==> src/rtl/seq_pkg.sv <==
// rtl/seq_pkg.sv - shared state, opcode and phase constants for the fetch/execute path
package seq_pkg;

  // Sequencer states, shared with debug and the control generator
  typedef enum logic [2:0] {
    IDLE = 3'd0,
    ADDR = 3'd1,
    READ = 3'd2,
    EXEC = 3'd3,
    HALT = 3'd4
  } state_e;

  // Opcodes understood by the decoder
  localparam logic [3:0] INC_B   = 4'h0;
  localparam logic [3:0] MOV_AB  = 4'h1;
  localparam logic [3:0] MOV_BA  = 4'h2;
  localparam logic [3:0] INC_A   = 4'h3;
  localparam logic [3:0] HALT_OP = 4'hF;

  // Execute-phase strobes T0..T3
  localparam int EXEC_PHASES = 4;

  // First execute strobe (T0)
  function automatic logic [EXEC_PHASES-1:0] first_phase();
    return {{(EXEC_PHASES-1){1'b0}}, 1'b1};
  endfunction

endpackage

==> src/rtl/fetch_sequencer_phase_ring.sv <==
// rtl/fetch_sequencer_phase_ring.sv - one-hot execute-phase ring with load and clear
import seq_pkg::*;

module phase_ring (
  input  logic                   clk,
  input  logic                   rst,
  input  logic                   load,
  input  logic                   clear,
  input  logic                   advance,
  output logic [EXEC_PHASES-1:0] phase,
  output logic                   wrap
);

  // Clear dominates load, load dominates rotation
  always_ff @(posedge clk) begin
    if (rst || clear) begin
      phase <= '0;
    end else if (load) begin
      phase <= first_phase();
    end else if (advance) begin
      phase <= {phase[EXEC_PHASES-2:0], phase[EXEC_PHASES-1]};
    end
  end

  // Last phase marks the instruction boundary
  assign wrap = phase[EXEC_PHASES-1];

endmodule

==> src/rtl/fetch_sequencer.sv <==
// rtl/fetch_sequencer.sv - PC/MAR/IR fetch-execute sequencer; HALT_OPCODE_EN makes opcode all-ones halt
import seq_pkg::*;

module fetch_sequencer #(
  parameter int ADDR_W = 4,
  parameter int DATA_W = 4
) (
  input  logic              clk,
  input  logic              rst,
  input  logic              run,
  input  logic              halt_req,
  output logic [ADDR_W-1:0] mem_addr,
  output logic              mem_rd,
  input  logic [DATA_W-1:0] mem_rdata,
  input  logic              mem_ack,
  output logic [DATA_W-1:0] instr,
  output logic              instr_valid,
  output logic [3:0]        exec_phase,
  output logic [ADDR_W-1:0] pc,
  output logic              halted
);

  localparam logic [2:0] S_IDLE = IDLE;
  localparam logic [2:0] S_ADDR = ADDR;
  localparam logic [2:0] S_READ = READ;
  localparam logic [2:0] S_EXEC = EXEC;
  localparam logic [2:0] S_HALT = HALT;

  logic [2:0]        state;
  logic [2:0]        state_nxt;
  logic [ADDR_W-1:0] pc_q;
  logic [ADDR_W-1:0] mar;
  logic [DATA_W-1:0] ir;
  logic              fetch_done;
  logic              boundary;
  logic              op_halt;
  logic              wrap;
  logic [3:0]        phase;

  // An acknowledged read completes the fetch; only READ listens to mem_ack
  assign fetch_done = (state == S_READ) && mem_ack;
  // Last execute phase of the current instruction
  assign boundary   = (state == S_EXEC) && wrap;

`ifdef HALT_OPCODE_EN
  assign op_halt = (ir == {DATA_W{1'b1}});
`else
  assign op_halt = 1'b0;
`endif

  // Next-state selection; halt and run only matter at the boundary
  always_comb begin
    state_nxt = state;
    case (state)
      S_IDLE: if (run) state_nxt = S_ADDR;
      S_ADDR: state_nxt = S_READ;
      S_READ: if (mem_ack) state_nxt = S_EXEC;
      S_EXEC: begin
        if (wrap) begin
          if (halt_req || op_halt) state_nxt = S_HALT;
          else if (run)            state_nxt = S_ADDR;
          else                     state_nxt = S_IDLE;
        end
      end
      S_HALT: state_nxt = S_HALT;
      default: state_nxt = S_IDLE;
    endcase
  end

  // State register
  always_ff @(posedge clk) begin
    if (rst) state <= S_IDLE;
    else     state <= state_nxt;
  end

  // PC, MAR and IR datapath
  always_ff @(posedge clk) begin
    if (rst) begin
      pc_q <= '0;
      mar  <= '0;
      ir   <= '0;
    end else begin
      if (state == S_ADDR) mar <= pc_q;
      if (fetch_done) begin
        ir   <= mem_rdata;
        pc_q <= pc_q + ADDR_W'(1);
      end
    end
  end

  // Read request raised on entry to READ and held until acknowledged
  always_ff @(posedge clk) begin
    if (rst)                  mem_rd <= 1'b0;
    else if (state == S_ADDR) mem_rd <= 1'b1;
    else if (fetch_done)      mem_rd <= 1'b0;
  end

  // instr_valid tracks EXEC and moves on the same edge as the phase ring
  always_ff @(posedge clk) begin
    if (rst)             instr_valid <= 1'b0;
    else if (fetch_done) instr_valid <= 1'b1;
    else if (boundary)   instr_valid <= 1'b0;
  end

  phase_ring u_phase_ring (
    .clk     (clk),
    .rst     (rst),
    .load    (fetch_done),
    .clear   (boundary),
    .advance (state == S_EXEC),
    .phase   (phase),
    .wrap    (wrap)
  );

  assign mem_addr   = mar;
  assign instr      = ir;
  assign exec_phase = phase;
  assign pc         = pc_q;
  assign halted     = (state == S_HALT);

endmodule
==> config.mk <==
export PLATFORM = sky130hd
export DESIGN_NAME = fetch_sequencer
export DESIGN_NICKNAME = d
export VERILOG_FILES = /design/src/rtl/seq_pkg.sv /design/src/rtl/fetch_sequencer_phase_ring.sv /design/src/rtl/fetch_sequencer.sv
export SDC_FILE = /design/constraint.sdc
export NUM_CORES = 1
export LEC_CHECK = 0
export BUFFER_PORTS_ARGS = -buffer_cell sky130_fd_sc_hd__buf_2
export CORE_UTILIZATION = 45
export DETAILED_ROUTE_END_ITERATION = 16
export PLACE_DENSITY = 0.71
export SETUP_SLACK_MARGIN = 0.1
export SLEW_MARGIN = 20
export SYNTH_ARGS = -nofsm -noshare
export SYNTH_HDL_FRONTEND = slang
export SYNTH_SLANG_ARGS = --single-unit
==> constraint.sdc <==
create_clock -name clk -period 3.1 [get_ports clk]
set_input_delay 0.31 -clock clk [delete_from_list [all_inputs] [get_ports clk]]
set_output_delay 0.31 -clock clk [all_outputs]
set_load 0.01 [all_outputs]
==> results.py <==
metrics = {
    "global_route": {
        "grt_pass1_vias": 576,
        "grt_start_max_net_pins": 23,
        "grt_first_pass_wirelength_um": 2390,
        "globalRouteTotalUtil_pct": 15.8,
        "antenna_found_initial": 0,
        "grt_overflow": 0,
    },
    "power_and_ir_drop": {
        "p_per_area_nw_per_um2": 439,
        "pwr-share-seq_pct": 61.6,
        "peakVddDrop_uv": 342,
        "p_int_w": 0.000354,
        "leakage_nw": 0.490,
        "swShare_pct": 25.3,
        "clock_power_share_pct": 27.5,
        "switchingPower_w": 0.000120,
        "p_comb_share_pct": 10.9,
    },
    "critical_path": {
        "cp_cell_sequence": "and4bb_1, nand4_2, mux2_4",
        "end_kind": "flop",
        "cp-start-kind": "flop",
        "slowest_stage": "and4bb_1",
        "criticalPathCategory": "reg -> reg",
        "required_ns": 3.31,
        "crit_arrival_ns": 2.09,
        "slowest_delay_ns": 0.70,
        "crit_path_max_fanout": 14,
    },
    "placed_design": {
        "portBuffers": 27,
        "post-place-cells": 139,
        "place_hpwl_um": 1160,
        "place_congestion": 0.733,
    },
    "layout": {
        "drive_above_1_share_pct": 33.6,
        "fin_nets": 127,
        "area_delta_synth_final_pct": 14.3,
        "diodes": 0,
        "final_cells": 143,
    },
    "clock_network": {
        "clk_pin_slew_ns": 0.11,
        "cts_max_level": 1,
        "cts_buffers": 3,
        "cts.sinks": 21,
        "ctsHoldBuffers": 0,
        "cts_setup_buffers": 0,
        "clk_latency_ns": 0.31,
        "cts_root_buf": "clkbuf_4",
        "tritoncts": "done",
        "post_cts_resized": 0,
        "clockBufferDepth": 2,
    },
    "die": {
        "design.die.area_um2": 2290,
        "die_y_um": 47.8,
        "core-area_um2": 1960,
        "start_util_pct": 48.2,
        "io-pin-count": 28,
        "dieWidth_um": 47.8,
        "rows": 16,
    },
    "min_path": {
        "hold_class": "in -> reg",
    },
    "route": {
        "vias": 708,
        "viasPerCell": 4.95,
        "drt_iter0_markers": 9,
        "firstDrtPassIters": 2,
        "routed_wirelength_um": 1610,
        "route.detailed.drc": 0,
        "drtAntennaViolNets": 0,
        "wl_per_cell_um": 11.3,
    },
    "timing": {
        "max_freq_ghz": 0.531,
        "finalSetupTns_ns": 0,
        "rsz0062_at_grt": "false",
        "finalCritPeriodShare_pct": 60.7,
        "setup_violations": 0,
        "maxSlewViolCount": 0,
        "clock_skew_ns": 0.00577,
        "finalHoldViolations": 0,
        "relSlewSlack_pct": 55.2,
        "period_needed_ns": 1.88,
        "worst_slew_pin_slew_ns": 0.672,
    },
    "synth": {
        "synth_area_leaders": "dfxtp_1 45%, mux2i_1 9.5%, nor2_1 6.4%, buf_4 3.2%, or3b_1 2.8%",
        "synth_nets": 103,
        "synthArstFlopShare_pct": 0,
        "synth_cell_types": 29,
        "synth_cells": 93,
        "synth_area_um2": 945,
        "ys_seq_area_share_pct": 44.5,
        "synth.top_cell.area_share_pct": 44.5,
        "synth_flop_cell": "dfxtp_1",
        "yosys-top-cells-count": "21 x dfxtp_1, 16 x nor2_1, 9 x mux2i_1",
        "ys_ff_latch": 21,
        "synth_warnings": 0,
        "yosysMostFrequentCell": "dfxtp_1",
        "synth_top_area_cell": "dfxtp_1",
        "synth-edff-count": 0,
        "avgSynthCellArea_um2": 10.2,
    },
    "status": {
        "status": "finished, final reports clean",
    },
    "flow_run": {
        "maxCapViolCount": 0,
    },
}
## worst max-delay path, delay by kind of cell, from the launching register on
family           cells  cell delay (ns)
DFF                  1             0.59
muxes                1             0.31
and+or+nand+nor      2             0.88
## state kept, by name, indices dropped and copies added (netlist names)
name,flops
state,3
instr,4
u_phase_ring.phase,4
mem_addr,4
mem_rd,1
pc,4
instr_valid,1
## per-layer routing
| layer | up-vias | GRT usage (%) | wire (um) |
|---|---|---|---|
| met5 | - | 0 | 0 |
| li1 | 369 | - | - |
| met2 | 17 | 22.4 | 755 |
| met1 | 316 | 20.3 | 734 |
| met4 | 0 | 8.33 | 36 |
| met3 | 6 | 6.79 | 85 |
## power groups by stage
stage                     logic [W]  registers [W]  clock network (W)
final                     0.0000518       0.000292           0.000130
after global routing      0.0000572       0.000293           0.000146
after CTS                 0.0000526       0.000292           0.000135
after detailed placement  0.0000523       0.000298                  0
after global placement    0.0000512       0.000297                  0
after floorplan           0.0000440       0.000293                  0
## cells in the final DEF (no fill, tap or decap), drive strengths merged
| master | n |
|---|---|
| mux2i | 9 |
| ha | 1 |
| mux2 | 1 |
| buf | 27 |
| nand2b | 2 |
| dfxtp | 21 |
| nand3b | 1 |
| or3b | 3 |
| nor2b | 3 |
| nor3b | 2 |
| inv | 2 |
| clkbuf | 4 |
| nand2 | 3 |
| a31o | 1 |
| o21ba | 1 |
| o21ai | 4 |
| and4bb | 1 |
| and2b | 1 |
| a21oi | 3 |
| a41oi | 1 |
| nor2 | 16 |
| xnor2 | 1 |
| a211oi | 4 |
| a31oi | 3 |
| nand4 | 1 |
## area by class of cell
| class | instances | area [um2] |
|---|---|---|
| Clock buffer | 4 | 26.3 |
| Fill cell | 205 | 882 |
| Inverter | 2 | 7.51 |
| Multi-Input combinational cell | 62 | 457 |
| Sequential cell | 21 | 420 |
| Tap cell | 27 | 33.8 |
| Timing Repair Buffer | 27 | 135 |
## stage by stage
| stage | area [um2] | total power (W) | hold WS, ns | utilization (%) | setup WS [ns] |
|---|---|---|---|---|---|
| 6_report | 1080 | 0.000474 | 0.239 | 55.0 | 1.22 |
| 5_1_grt | 1080 | 0.000497 | 0.232 | 55.0 | 1.13 |
| 4_1_cts | 1080 | 0.000479 | 0.231 | 55.0 | 1.21 |
| 3_5_place_dp | 1050 | 0.000350 | 0.475 | 53.7 | 1.20 |
| 3_3_place_gp | 1050 | 0.000348 | 0.470 | 53.7 | 1.28 |
| 2_1_floorplan | 945 | 0.000337 | 0.457 | - | 1.80 |
## worst paths after layout
kind / from / endpoint / slack [ns] / depth (start not counted)
min: mem_rdata[2] / instr[2] / 0.24 / 3
min reg2reg: u_phase_ring.phase[2] / u_phase_ring.phase[2] / 0.49 / 2
max reg2reg: state[1] / pc[3] / 1.22 / 3
max: state[1] / pc[3] / 1.22 / 3
## cells by family (layout without fill, tap and decap cells)
kind of cell | Yosys count | count (layout) | synth area share, %
and+or+nand+nor | 33 | 33 | 22.1
DFF | 21 | 21 | 44.5
AOI/OAI and AO/OA | 17 | 17 | 12.8
muxes | 10 | 10 | 11.1
buffers and inverters | 10 | 33 | 7.15
adders and majority gates | 1 | 1 | 1.32
xor gates and xnor gates | 1 | 1 | 0.927
(Power assumes the default switching activity.)
